<file path="src/rtl/puertas_pkg.sv">
// Shared door encodings used by the door actuator and the upstream controller.
package puertas_pkg;

    // Door state encodings (also the value seen on puertas)
    localparam logic [1:0] CERRADAS = 2'b00;
    localparam logic [1:0] ABIERTAS = 2'b01;
    localparam logic [1:0] CERRANDO = 2'b10;
    localparam logic [1:0] ABRIENDO = 2'b11;

    // Door command encodings on salida_puertas
    localparam logic [1:0] CMD_NADA   = 2'b00;
    localparam logic [1:0] CMD_ABRIR  = 2'b01;
    localparam logic [1:0] CMD_CERRAR = 2'b10;

    // The unused command code 11 is folded onto "no command"
    function automatic logic [1:0] normalizar_cmd(input logic [1:0] cmd);
        return (cmd == 2'b11) ? CMD_NADA : cmd;
    endfunction

endpackage

</file>
<file path="src/rtl/temporizador_puertas.sv">
// Saturating dwell counter for the open-door timeout, with clear and enable.
module temporizador_puertas #(
    parameter int T_ESPERA = 8,
    localparam int EW = $clog2(T_ESPERA + 1)
) (
    input  logic clk,
    input  logic reset,
    input  logic limpiar,
    input  logic habilitar,
    output logic expirado
);

    localparam logic [EW:0] LIMITE = (EW + 1)'(T_ESPERA);

    logic [EW-1:0] espera;
    logic [EW:0]   siguiente;

    // One extra bit so espera+1 never overflows before the saturation compare
    assign siguiente = {1'b0, espera} + {{EW{1'b0}}, 1'b1};

    // Count while enabled, stick at T_ESPERA, flag expiry on the same edge
    always_ff @(posedge clk or posedge reset) begin
        if (reset) begin
            espera   <= '0;
            expirado <= 1'b0;
        end else if (limpiar) begin
            espera   <= '0;
            expirado <= 1'b0;
        end else if (habilitar) begin
            espera   <= (siguiente >= LIMITE) ? LIMITE[EW-1:0] : siguiente[EW-1:0];
            expirado <= (siguiente >= LIMITE);
        end
    end

endmodule

</file>
<file path="src/rtl/motor_puertas.sv">
// Door actuator model: travel counter, dwell timer and local safety reversal.
//
//  state    | meaning
//  CERRADAS | fully closed, pos = 0
//  ABRIENDO | opening, pos counts up towards T_MOVER
//  ABIERTAS | fully open, dwell timer running
//  CERRANDO | closing, pos counts down towards 0
module motor_puertas
    import puertas_pkg::*;
#(
    parameter int T_MOVER  = 4,
    parameter int T_ESPERA = 8
) (
    input  logic       clk,
    input  logic       reset,
    input  logic [1:0] salida_puertas,
    input  logic       sensor,
    output logic [1:0] puertas,
    output logic       timeout,
    output logic       cerrada_pulso
);

    localparam int PW = $clog2(T_MOVER + 1);
    localparam logic [PW-1:0] POS_MAX = PW'(T_MOVER);
    localparam logic [PW-1:0] POS_ULT = PW'(T_MOVER - 1);
    localparam logic [PW-1:0] POS_UNO = PW'(1);

    logic [PW-1:0] pos;
    logic [1:0]    cmd;
    logic          abrir;
    logic          cerrar;
    logic          limpiar_espera;
    logic          contar_espera;

    // Decode the command; 11 behaves as no command
    always_comb begin
        cmd    = normalizar_cmd(salida_puertas);
        abrir  = (cmd == CMD_ABRIR);
        cerrar = (cmd == CMD_CERRAR);
    end

    // Dwell timer runs only while open with no sensor and no command
    always_comb begin
        limpiar_espera = (puertas != ABIERTAS) || sensor || abrir || cerrar;
        contar_espera  = !limpiar_espera;
    end

    temporizador_puertas #(
        .T_ESPERA (T_ESPERA)
    ) u_temporizador (
        .clk       (clk),
        .reset     (reset),
        .limpiar   (limpiar_espera),
        .habilitar (contar_espera),
        .expirado  (timeout)
    );

    // State, position and closed-pulse registers. Completion uses >= / <= so a
    // reversal taken on the very first travel cycle can never step pos past its ends.
    always_ff @(posedge clk or posedge reset) begin
        if (reset) begin
            puertas       <= CERRADAS;
            pos           <= '0;
            cerrada_pulso <= 1'b0;
        end else begin
            cerrada_pulso <= 1'b0;
            case (puertas)
                CERRADAS: begin
                    pos <= '0;
                    if (abrir) puertas <= ABRIENDO;
                end
                ABRIENDO: begin
                    if (cerrar && !sensor) begin
                        puertas <= CERRANDO;
                    end else if (pos >= POS_ULT) begin
                        puertas <= ABIERTAS;
                        pos     <= POS_MAX;
                    end else begin
                        pos <= pos + POS_UNO;
                    end
                end
                ABIERTAS: begin
                    pos <= POS_MAX;
                    if (!sensor && !abrir && cerrar) puertas <= CERRANDO;
                end
                CERRANDO: begin
                    if (sensor || abrir) begin
                        puertas <= ABRIENDO;
                    end else if (pos <= POS_UNO) begin
                        puertas       <= CERRADAS;
                        pos           <= '0;
                        cerrada_pulso <= 1'b1;
                    end else begin
                        pos <= pos - POS_UNO;
                    end
                end
                default: puertas <= CERRADAS;
            endcase
        end
    end

endmodule
</file>
<file path="config.mk">
export PLATFORM = sky130hd
export DESIGN_NAME = motor_puertas
export DESIGN_NICKNAME = d
export VERILOG_FILES = /design/src/rtl/puertas_pkg.sv /design/src/rtl/temporizador_puertas.sv /design/src/rtl/motor_puertas.sv
export SDC_FILE = /design/constraint.sdc
export NUM_CORES = 1
export LEC_CHECK = 0
export ABC_AREA = 1
export CORE_MARGIN = 3
export CORE_UTILIZATION = 48
export CTS_BUF_LIST = sky130_fd_sc_hd__clkbuf_4 sky130_fd_sc_hd__clkbuf_8 sky130_fd_sc_hd__clkbuf_16
export CTS_CLUSTER_DIAMETER = 120
export CTS_CLUSTER_SIZE = 25
export DETAILED_ROUTE_END_ITERATION = 8
export PLACE_DENSITY_LB_ADDON = 0.12
export SYNTH_ARGS = -nofsm -noshare
export SYNTH_HDL_FRONTEND = slang
export SYNTH_SLANG_ARGS = --single-unit
</file>
<file path="constraint.sdc">
create_clock -name clk -period 1.5 [get_ports clk]
set_clock_uncertainty 0.1 [all_clocks]
set_input_delay 0.3 -clock clk [delete_from_list [all_inputs] [get_ports clk]]
set_output_delay 0.3 -clock clk [all_outputs]
set_load 0.01 [all_outputs]
</file>
Word level (Yosys, flattened, before mapping). Cells that the tools add are included.

Register bits: 11. Input bits: 5. Output and inout port bits: 4. Logic and storage cells: 55.

Add/subtract/negate cells: 3. Order comparisons: 3. Equality and inequality tests: 13. Muxes and demuxes: 19. Reductions and logical operators: 12.

Operators with widths (count): two-way mux 2 bit (7); two-way mux 3 bit (4); case mux 3 bit (4 select lines) (1); == test 2 bit (second input constant) (4); two-way mux 4 bit (2); inequality test 2 bit (second input constant) (4); case mux 2 bit (4 select lines) (1); inequality test 3 bit (second input constant) (2); adder 4 x 1 -> 5 bit (second input constant) (1); >= comparator 5 x 4 -> 1 bit (second input constant) (1); == test 2 x 1 -> 1 bit (second input constant) (2); logical OR 1 bit (4); two-way mux 1 bit (4); AND reduction 4 bit (1); adder 3 x 1 -> 3 bit (second input constant) (1); >= comparator 3 x 2 -> 1 bit (second input constant) (1); <= comparator 3 x 1 -> 1 bit (second input constant) (1); logical AND 1 bit (3); subtractor 3 x 1 -> 3 bit (second input constant) (1); logical NOT 1 bit (2); logical NOT 2 bit (1); inequality test 2 x 1 -> 1 bit (second input constant) (1); AND reduction 2 bit (1).

Logic depth before layout (Yosys ltp).
Depth after elaboration: 8. Gate-level depth with buffers: 9. Depth with buffers taken out: 9.

Modules after synthesis. A second synthesis with hierarchy kept.

Cell total of the unflattened synthesis: 118. Area, all modules: 784.5 µm².

Modules (own cells, without submodules): motor_puertas (instances 1, cells an instance 84, area each 515.5 µm², seq. area each 150.1 µm²); temporizador_puertas (instances 1, cells an instance 34, area each 269.0 µm², seq. area each 125.1 µm²).

Least setup slack after synthesis. OpenSTA, ideal clock, no wires.

Kind: register -> register. Start: register pos[0]. End: register pos[2]. Library setup time: 116 ps. Arrival: 1220 ps. Required time: 1284 ps. Setup slack: 64 ps. Stages on the path, launching flop included: 8. Clock period less this slack: 1436 ps. Cell sequence: dfrtp_1 ha_1 ha_1 nand2_1 o21ai_0 nand2_1 nand2_1 nand2_1.

Word-level cells in the longest chain between the ends: 4. Elaborated cells on any way between the ends: 9.

Ends and longest elaborated chain: start, declared (line motor_puertas.sv:28) `logic [PW-1:0] pos;`; start signal, assigned (line motor_puertas.sv:79) `pos <= pos + POS_UNO;`; start signal, assigned (line motor_puertas.sv:94) `pos <= pos - POS_UNO;`; subtractor 3 x 1 -> 3 bit, or another cell as far along (line motor_puertas.sv:94); two-way mux 3 bit (on tied branches) (line motor_puertas.sv:89, motor_puertas.sv:75); two-way mux 3 bit (on tied branches) (line motor_puertas.sv:87, motor_puertas.sv:73); case mux 3 bit (4 select lines) * (line motor_puertas.sv:67) `case (puertas)`.

Mark *: on every way between the ends. The rest lies on a longest branch, timed or not. The select of a mux whose other input is x is not followed. A chain may end at the register's enable or synchronous reset.

Worst setup path in the final report. Ends and elaborated chain as after synthesis.

==> results.md <==
* Violated checks: setup timing
* Worst-path maximum fanout at 4
* Yosys top cell by area: dfrtp_1
* Vias per cell at around 4.9
* Overall Global Routing Usage at approximately 16%
* CP Buf/Inv Count at 3
* Worst-case clock buffer depth at 2
* Fillers at between 100 and 150
* Starting Density at 54.4%
* # rows at 13
* Register area share after synthesis at between 30% and 40%
* Tmin final at approximately 1500 ps
* Core ar. at between 1000 and 1500 µm²
* Max Cap Viol at 0
* R2r setup slk at -20 ps
* Initial antenna violation count at 0
* Worst hold path type: input port to async pin
* Grt total ovfl at 0
* Vias at 699
* CTS Buf Count at 3
* Clock Latency Late Sink at 270 ps
* Layout overhead on the synthesized area at 36.1%
* Max-slew violation count at 0
* Detailed-route wire length per cell at about 12 µm
* WL final at between 1500 and 2000 µm
* Via count of the first global-routing pass at about 570
* Reg2Reg Depth at 9
* Final hold vios at 0
* EDFF count, synth at 0
* Netlist cell types at 19
* RSZ-0062 raised after global routing: yes
* Startpoint types: register
* FF+latch count, synth at 11
* Die area at about 2100 µm²
* Critical path endpoint: pos[2]
* Synthesized area at 752 µm²
* Mapped Nets at about 120
* Worst path most repeated cell: nand2_1
* M3 GR Usage at under 10%
* Pre-Repair DR Iteration Count at 4
* Worst r2r src: pos[0]
* Post-route worst setup slack at -18.3 ps
* Critical Path Max Stage Delay at between 400 and 500 ps
* DRC viols at 0
* Synth area leaders: dfrtp_1, nand2_1, ha_1, nand3_1, inv_1
* CTS tree: yes
* Worst vdd ir at roughly 1.1 mV
* Async SR Flop Fraction at 100%
* Slew HR at 73.3%
* Main flop type after synthesis: dfrtp_1
* CP Capture Type: register
* Fin Hold WS at approximately 210 ps
* Synth Warn # at 0
* Measured slew at the worst slew-check pin at between 300 and 400 ps
* Detailed router's first-iteration violation count at 15
* Detailed placement HPWL at 1100 µm
* GRT met2 Usage at between 20% and 30%
* Crit path required time at between 1500 and 2000 ps
* GR met1 Demand/Resource at between 20% and 30%
* Busiest layer in global routing: met2
* Root Driver: clkbuf_4
* Clk slew on worst S/H paths at around 70 ps
* # diodes at 0
* # setup viols final at 1
* Beginning of the critical path: pos[0]
* CP Cell Sequence: buf_6 > buf_4 > inv_1 > ha_1 > xor2_1 > nand3_1 > nand2_1 > nand2_1 > nand2_1
* # clock sinks at 11
* Share of cells above drive strength 1 at roughly 28%
* Critical path depth at 9
* Largest net degree at the start of global routing at 12
* F_max at about 660 MHz
* H-tree levels at 1
* Critical path's top delay family: flip-flops
* CP max-delay cell: dfrtp_1
* Gp weighted congestion at between 0.8 and 0.9
* Die height at 45.6 µm
* CP arrival at ~1600 ps
* Status: finished with violations
* Share of the synthesized area in the top cell type at ~37%
* P_leak at 0.568 nW
* Placement Setup Slack at -149 ps
* # port buffers at 8
* Avg Inst Size Synth at 7.23 µm²
* Final Cycle Share at 101%
* Die X at between 40 and 50 µm
* # IOs at 9
* Crit Path Class: register to register
* Nets at approximately 140
* PwrDens at 1850 nW/µm²
* Worst r2r dst: pos[2]
* Routed Antenna Nets at 0
* Post-Synthesis Cells at approximately 100
* Util after Layout at 74.0%
* First-pass GRT wire length at 2310 µm
per-layer routing:
| layer | up-vias | share of wire (%) |
|---|---|---|
| met5 | - | 0 |
| met4 | 0 | 0 |
| met3 | 0 | 5.4 |
| met2 | 19 | 48 |
| met1 | 314 | 47 |
| li1 | 366 | - |
registers in the layout, indices dropped and copies added, names as in the netlist:
| register | cells |
|---|---|
| cerrada_pulso | 1 |
| pos | 3 |
| puertas | 2 |
| u_temporizador.espera | 4 |
| u_temporizador.expirado | 1 |
worst reg2reg max path, delay by kind of cell (launching register included):
kind,cells,cell delay [ps]
flip-flops,1,420
adder cells (fa/ha/maj),1,150
buffers and inverters,3,340
XOR/XNOR,1,170
AND/OR/NAND/NOR,4,290
worst min-delay path by stage:
stage / from / endpoint / slack, ps / depth (start not counted)
floorplan: reset / cerrada_pulso / 50 / 1
global placement: u_temporizador.espera[3] / u_temporizador.espera[0] / 360 / 1
detailed placement: u_temporizador.espera[3] / u_temporizador.espera[0] / 360 / 1
CTS: reset / pos[1] / 210 / 2
global route: reset / pos[0] / 230 / 2
finish: reset / pos[2] / 210 / 2
what timing repair did:
item | in CTS | in global routing
setup endpoints to repair | 6 | 4
setup buffers | 1 | 5
resized for setup | 5 | 16
hold buffers | 0 | 0
pin swaps | 0 | 14
where the power goes:
part | switching, mW | internal [mW] | total (mW)
registers | 0.0709 | 0.379 | 0.450
logic | 0.686 | 0.546 | 1.23
clock network | 0.0952 | 0.121 | 0.216
total | 0.852 | 1.05 | 1.90
Yosys cell counts (2+ instances only):
master	instances
ha_1	6
nor2_1	11
nor3_1	2
o21ai_0	3
nor2_2	2
nand2_2	3
dfrtp_1	11
inv_1	13
nand2_1	30
nand3_1	10
xor2_1	2
inv_2	4
area by class of cell:
class	instances	area [µm²]	area share [%]
Clock buffer	4	30.0	2.93
Inverter	18	67.6	6.60
Multi-Input combinational cell	75	465	45.5
Sequential cell	11	277	27.0
Tap cell	15	18.8	1.83
Timing Repair Buffer	19	165	16.1
placed cells by master (no fill, tap or decap), drive strengths merged:
| cell | n |
|---|---|
| dfrtp | 11 |
| xnor2 | 1 |
| nand2 | 33 |
| nand2b | 1 |
| clkinv | 1 |
| clkbuf | 4 |
| o21bai | 1 |
| nor2 | 13 |
| clkdlybuf4s50 | 4 |
| dlygate4sd2 | 4 |
| o21ai | 4 |
| inv | 17 |
| nand3 | 11 |
| nor3 | 2 |
| nand3b | 1 |
| buf | 11 |
| xor2 | 2 |
| ha | 6 |
kinds of logic after synthesis:
| group | synth area share (%) |
|---|---|
| AO/OA/AOI/OAI | 5.16 |
| XOR/XNOR | 3.49 |
| adder cells (fa/ha/maj) | 9.98 |
| buffers and inverters | 8.98 |
| flip-flops | 36.6 |
| AND/OR/NAND/NOR | 35.8 |
stage by stage:
step / instances / TNS, ps / total power [mW] / instance area (µm²)
3_5_place_dp: 132 / -1120 / 1.43 / 888
3_3_place_gp: 132 / -1040 / 1.42 / 888
6_report: 142 / -18.3 / 1.90 / 1020
4_1_cts: 137 / 0 / 1.65 / 923
5_1_grt: 142 / -353 / 2.08 / 1020
2_1_floorplan: 104 / 0 / 1.11 / 752
No activity file was read; power rests on OpenSTA's default activity.
==> variant 1 (config.mk and constraints unchanged) <==
`T_ESPERA` is set to 8 in 2 places; all go to 16.
--- a/src/rtl/temporizador_puertas.sv
+++ b/src/rtl/temporizador_puertas.sv
@@ -1,6 +1,6 @@
 // Saturating dwell counter for the open-door timeout, with clear and enable.
 module temporizador_puertas #(
-    parameter int T_ESPERA = 8,
+    parameter int T_ESPERA = 16,
     localparam int EW = $clog2(T_ESPERA + 1)
 ) (
     input  logic clk,
--- a/src/rtl/motor_puertas.sv
+++ b/src/rtl/motor_puertas.sv
@@ -9,7 +9,7 @@
     import puertas_pkg::*;
 #(
     parameter int T_MOVER  = 4,
-    parameter int T_ESPERA = 8
+    parameter int T_ESPERA = 16
 ) (
     input  logic       clk,
     input  logic       reset,
Formal check against the unedited RTL: same outputs for any inputs over 10 cycles, from zero or initial values and one cycle with reset high; that may be too few to reach the edited logic, so the function may still have changed.
==> variant 1 against the unedited design <==
- area after synthesis up 3.0%
- sequential power increased by 2%
- wire length shrank 7.3%
- core utilization decreased by 3.5 points
- worst setup slack better by 76 ps
- power is 9.6% lower
- worst hold slack improved by 21 ps
- cell area decreased by 3.5%
- sequential cell count is 1 higher
==> variant 1: results (changes against the unedited design) <==
Finish:
- The net total in the final layout is 133 (was 139).
- Top Registers: u_temporizador.espera (5), pos (3), puertas (2) (was u_temporizador.espera (4), pos (3), puertas (2)).
- The share of the core filled with cells in the final layout came to 0.706 (was 0.740).
- The multi-input logic area came to 475 um^2 (was 465 um^2).
- The share of layout cells above drive strength 1 was 0.223 (was 0.283).
- The number of standard cells in the final layout excluding fillers is 136 (was 142).
- The count of filler cells inserted in the layout was 114 (was 116).
- The number of flip-flops and latches is 12 (was 11).
- The proportion of cell area spent on the clock network was 0.0228 (was 0.0293).
- The total of plain and repair buffers excluding clock buffers is 13 (was 19).
- The relative area of non-clock buffer cells in the final design is 0.114 (was 0.161).

Synth:
- The compound-cell area share of the yosys netlist was 0.0614 (was 0.0516).
- The post-synthesis sequential area ratio is 0.388 (was 0.366).
- The fraction of the mapped netlist area in adder cells is 0.0808 (was 0.0998).
- The number of library cell types mapped by synthesis was 22 (was 19).
- Main area contributors after synthesis: sky130_fd_sc_hd__dfrtp_1 39%, sky130_fd_sc_hd__nand2_1 15%, sky130_fd_sc_hd__ha_1 8.1% (was sky130_fd_sc_hd__dfrtp_1 37%, sky130_fd_sc_hd__nand2_1 15%, sky130_fd_sc_hd__ha_1 10%).
- Top cell types by occurrence after synthesis: 30 x sky130_fd_sc_hd__nand2_1, 16 x sky130_fd_sc_hd__nor2_1, 14 x sky130_fd_sc_hd__inv_1, 12 x sky130_fd_sc_hd__dfrtp_1, 7 x sky130_fd_sc_hd__nand3_1 (was 30 x sky130_fd_sc_hd__nand2_1, 13 x sky130_fd_sc_hd__inv_1, 11 x sky130_fd_sc_hd__dfrtp_1, 11 x sky130_fd_sc_hd__nor2_1, 10 x sky130_fd_sc_hd__nand3_1).

Power and ir drop:
- The leakage power is 0.000514 uW (was 0.000568 uW).
- The peak supply drop is 0.00107 V (was 0.00115 V).
- The combinational group power is 1060 uW (was 1230 uW).
- The fraction of power spent switching nets is 0.452 (was 0.449).
- The relative contribution of sequential cells to total power came to 0.269 (was 0.237).
- The total power after layout is 1710 uW (was 1900 uW).

CTS:
- The total setup buffers inserted after CTS was 0 (was 1).

Setup path:
- The data arrival time of the critical path is 1540 ps (was 1630 ps).
- The cell class contributing the biggest share of worst-path delay is simple AND/OR/NAND/NOR gates (was flip-flops).
- The critical-path cell with the highest stage delay is sky130_fd_sc_hd__clkdlybuf4s50_1 (was sky130_fd_sc_hd__dfrtp_1).
- The largest incremental delay on the critical path was 470 ps (was 420 ps).

STA:
- The actual slew at the worst max-slew pin is 450 ps (was 400 ps).

Placed design:
- The final HPWL from detailed placement is 1.17 mm (was 1.10 mm).
- The minimum setup slack after placement is -194 ps (was -149 ps).
- The final weighted congestion in routability-driven placement is 0.872 (was 0.819).
- The instance area after placement was 911 um^2 (was 888 um^2).

Run status:
- Status: finished, final reports clean (was complete, but fails checks).

Global routing:
- The global-route wire length before repair came to 2.41 mm (was 2.31 mm).
- The overall global routing resource usage is 0.165 (was 0.157).

Drt:
- The iteration-0 DRC count of the detailed router is 20 (was 15).
- The routed via count is 673 (was 699).
==> variant 1: cells by family (layout without fill, tap and decap cells) <==
logic type               after synthesis  in the layout
adder cells (fa/ha/maj)                5              5
AND/OR/NAND/NOR                       63             63
flip-flops                            12             12
buffers and inverters                 15             31
AO/OA/AOI/OAI                          7              7
XOR/XNOR                               3              3
==> variant 1: path summary, 6_finish.rpt <==
kind / start / to / slack [ps] / depth (start not counted)
max in group asynchronous: reset / puertas[0] / 730 / 2
hold reg to reg: u_temporizador.espera[0] / u_temporizador.espera[0] / 360 / 1
min in group clk: u_temporizador.espera[0] / u_temporizador.espera[0] / 360 / 1
hold / removal: reset / pos[0] / 230 / 2
setup / recovery: salida_puertas[1] / u_temporizador.espera[1] / 60 / 7
setup reg to reg: pos[1] / puertas[1] / 70 / 9
==> variant 1: layer usage <==
layer,share of wire,track usage
met5,0,0
met4,0.0059,0.0511
met3,0.048,0.0781
met2,0.46,0.239
met1,0.48,0.215
==> variant 2 (same flow settings) <==
Made on the original files. Register the inputs `salida_puertas` and `sensor` before use, without a reset. The logic sees them one clock later.
--- a/src/rtl/motor_puertas.sv
+++ b/src/rtl/motor_puertas.sv
@@ -25,6 +25,14 @@
     localparam logic [PW-1:0] POS_ULT = PW'(T_MOVER - 1);
     localparam logic [PW-1:0] POS_UNO = PW'(1);
 
+    logic [1:0] salida_puertas_q;
+    logic sensor_q;
+
+    always_ff @(posedge clk) begin
+        salida_puertas_q <= salida_puertas;
+        sensor_q         <= sensor;
+    end
+
     logic [PW-1:0] pos;
     logic [1:0]    cmd;
     logic          abrir;
@@ -34,14 +42,14 @@
 
     // Decode the command; 11 behaves as no command
     always_comb begin
-        cmd    = normalizar_cmd(salida_puertas);
+        cmd    = normalizar_cmd(salida_puertas_q);
         abrir  = (cmd == CMD_ABRIR);
         cerrar = (cmd == CMD_CERRAR);
     end
 
     // Dwell timer runs only while open with no sensor and no command
     always_comb begin
-        limpiar_espera = (puertas != ABIERTAS) || sensor || abrir || cerrar;
+        limpiar_espera = (puertas != ABIERTAS) || sensor_q || abrir || cerrar;
         contar_espera  = !limpiar_espera;
     end
 
@@ -70,7 +78,7 @@
                     if (abrir) puertas <= ABRIENDO;
                 end
                 ABRIENDO: begin
-                    if (cerrar && !sensor) begin
+                    if (cerrar && !sensor_q) begin
                         puertas <= CERRANDO;
                     end else if (pos >= POS_ULT) begin
                         puertas <= ABIERTAS;
@@ -81,10 +89,10 @@
                 end
                 ABIERTAS: begin
                     pos <= POS_MAX;
-                    if (!sensor && !abrir && cerrar) puertas <= CERRANDO;
+                    if (!sensor_q && !abrir && cerrar) puertas <= CERRANDO;
                 end
                 CERRANDO: begin
-                    if (sensor || abrir) begin
+                    if (sensor_q || abrir) begin
                         puertas <= ABRIENDO;
                     end else if (pos <= POS_UNO) begin
                         puertas       <= CERRADAS;
Formal check against the unedited RTL: not equivalent (Yosys sat finds a counterexample within 4 cycles, from zero or initial values and one cycle with reset high).
==> variant 2 against the unedited design <==
- cell area decreased by 0.12%
- clock power increased by 31%
- area after synthesis increased by 7.0%
- wire length decreased by 0.92%
- largest cell class unchanged
- die area increased by 6.1%
- core utilization decreased by 7.7 points
- worst setup slack improved by 57 ps
- power decreased by 0.66%
- largest power group unchanged
- sequential cell count increased by 3
==> variant 2: results (changes against the unedited design) <==
Drt:
- The wire length on met2 is 796 um (was 779 um).
- The total length of routed met3 wires is 78 um (was 89 um).
- The mean number of vias per cell is 5.02 (was 4.92).
- The top layer used by detailed routing is met4 (was met3).
- The total routed wire length on the met1 layer is 715 um (was 768 um).
- The iteration-0 DRC count of the detailed router was 23 (was 15).

Finish:
- The count of filler cells inserted in the layout is 123 (was 116).
- The net total in the final layout is 136 (was 139).
- The share of layout cells above drive strength 1 is 0.242 (was 0.283).
- Top Registers: u_temporizador.espera (4), pos (3) (was u_temporizador.espera (4), pos (3), puertas (2)).
- The number of standard cells in the final layout excluding fillers came to 140 (was 142).

Synth:
- Top cell types by occurrence after synthesis: 27 x sky130_fd_sc_hd__nand2_1, 16 x sky130_fd_sc_hd__inv_1, 14 x sky130_fd_sc_hd__nand3_1, 11 x sky130_fd_sc_hd__dfrtp_1, 9 x sky130_fd_sc_hd__nor2_1 (was 30 x sky130_fd_sc_hd__nand2_1, 13 x sky130_fd_sc_hd__inv_1, 11 x sky130_fd_sc_hd__dfrtp_1, 11 x sky130_fd_sc_hd__nor2_1, 10 x sky130_fd_sc_hd__nand3_1).
- The netlist area before placement was 805 um^2 (was 752 um^2).
- The post-synthesis sequential area ratio was 0.417 (was 0.366).
- Main area contributors after synthesis: sky130_fd_sc_hd__dfrtp_1 34%, sky130_fd_sc_hd__nand2_1 13%, sky130_fd_sc_hd__ha_1 9.3% (was sky130_fd_sc_hd__dfrtp_1 37%, sky130_fd_sc_hd__nand2_1 15%, sky130_fd_sc_hd__ha_1 10%).
- The total nets after synthesis is 118 (was 115).

Placed design:
- The final HPWL from detailed placement is 1.07 mm (was 1.10 mm).
- The final weighted congestion in routability-driven placement came to 0.874 (was 0.819).
- The instance area after placement is 920 um^2 (was 888 um^2).
- The minimum setup slack after placement is -0.877 ps (was -149 ps).
- The total instance count after detailed placement is 133 (was 132).

Floorplan:
- The initial core utilization is 0.522 (was 0.544).

STA:
- The final worst-path cycle share is 0.974 (was 1.01).

Power and ir drop:
- The leakage power is 0.000569 uW (was 0.000568 uW).
- The peak supply drop was 0.00118 V (was 0.00115 V).

Run status:
- Status: finished, final reports clean (was complete, but fails checks).

Setup path:
- The data arrival time of the critical path is 1590 ps (was 1630 ps).
- The worst setup path endpoint is pos[0] (was pos[2]).
- The flop-to-flop setup slack came to 40 ps (was -20 ps).
- The worst-case reg-to-reg path depth is 8 (was 9).

CTS:
- The clock slew at the register clock pins of the worst setup and hold paths is 90 ps (was 70 ps).
- The clock latency reported for the late side of the worst-skew pair is 290 ps (was 270 ps).

Global routing:
- The fraction of met2 tracks used by global routing is 0.268 (was 0.228).
- The global-route wire length before repair is 2.42 mm (was 2.31 mm).
- The overall global routing resource usage was 0.157 (about the same).
- The global routing met1 resource utilization is 0.196 (was 0.206).
## variant 2: cell types whose count changed in the layout (fill, tap and decap cells not counted), sizes merged
cell,before,now
buf,11,5
nor3,2,3
nand3b,1,0
a21oi,0,1
nand2b,1,0
nand3,11,14
nand2,33,30
clkinv,1,0
nor2,13,11
dfxtp,0,3
inv,17,21
xor2,2,1
## variant 2: cell type report
type	instances	area [um^2]	share of cell area
Clock buffer	4	36.3	0.0355
Inverter	21	78.8	0.0771
Multi-Input combinational cell	72	434	0.425
Sequential cell	14	337	0.329
Tap cell	16	20.0	0.0196
Timing Repair Buffer	13	116	0.114
## variant 2: repair_timing
item,CTS,global route
buffers inserted,2,1
pin swaps,1,10
gates resized for setup,5,14
endpoints found under the setup margin,6,4
## variant 2: how the worst min path moves through the flow
stage,from,to,slack (ps),cells past startpoint
2_1_floorplan,reset,cerrada_pulso,50,1
3_3_place_gp,u_temporizador.espera[3],u_temporizador.espera[0],380,1
3_5_place_dp,u_temporizador.espera[3],u_temporizador.espera[0],380,1
4_1_cts,reset,puertas[1],210,2
5_1_grt,reset,puertas[1],240,2
6_report,reset,puertas[1],190,2
## variant 2: power groups by stage
stage | clock, uW | sequential, uW | combinational [uW]
after floorplan | 0 | 570 | 601
after global placement | 0 | 539 | 877
after detailed placement | 0 | 542 | 875
after CTS | 282 | 512 | 937
after global routing | 288 | 536 | 1210
final | 282 | 524 | 1080
## variant 2: cells by family after synthesis
kind of cell    Yosys count  synth area share
flops                    14             0.417
buf+inv                  21            0.0980
xor+xnor                  2            0.0218
fa+ha+maj                 6            0.0933
simple gates             58             0.325
compound gates            6            0.0451
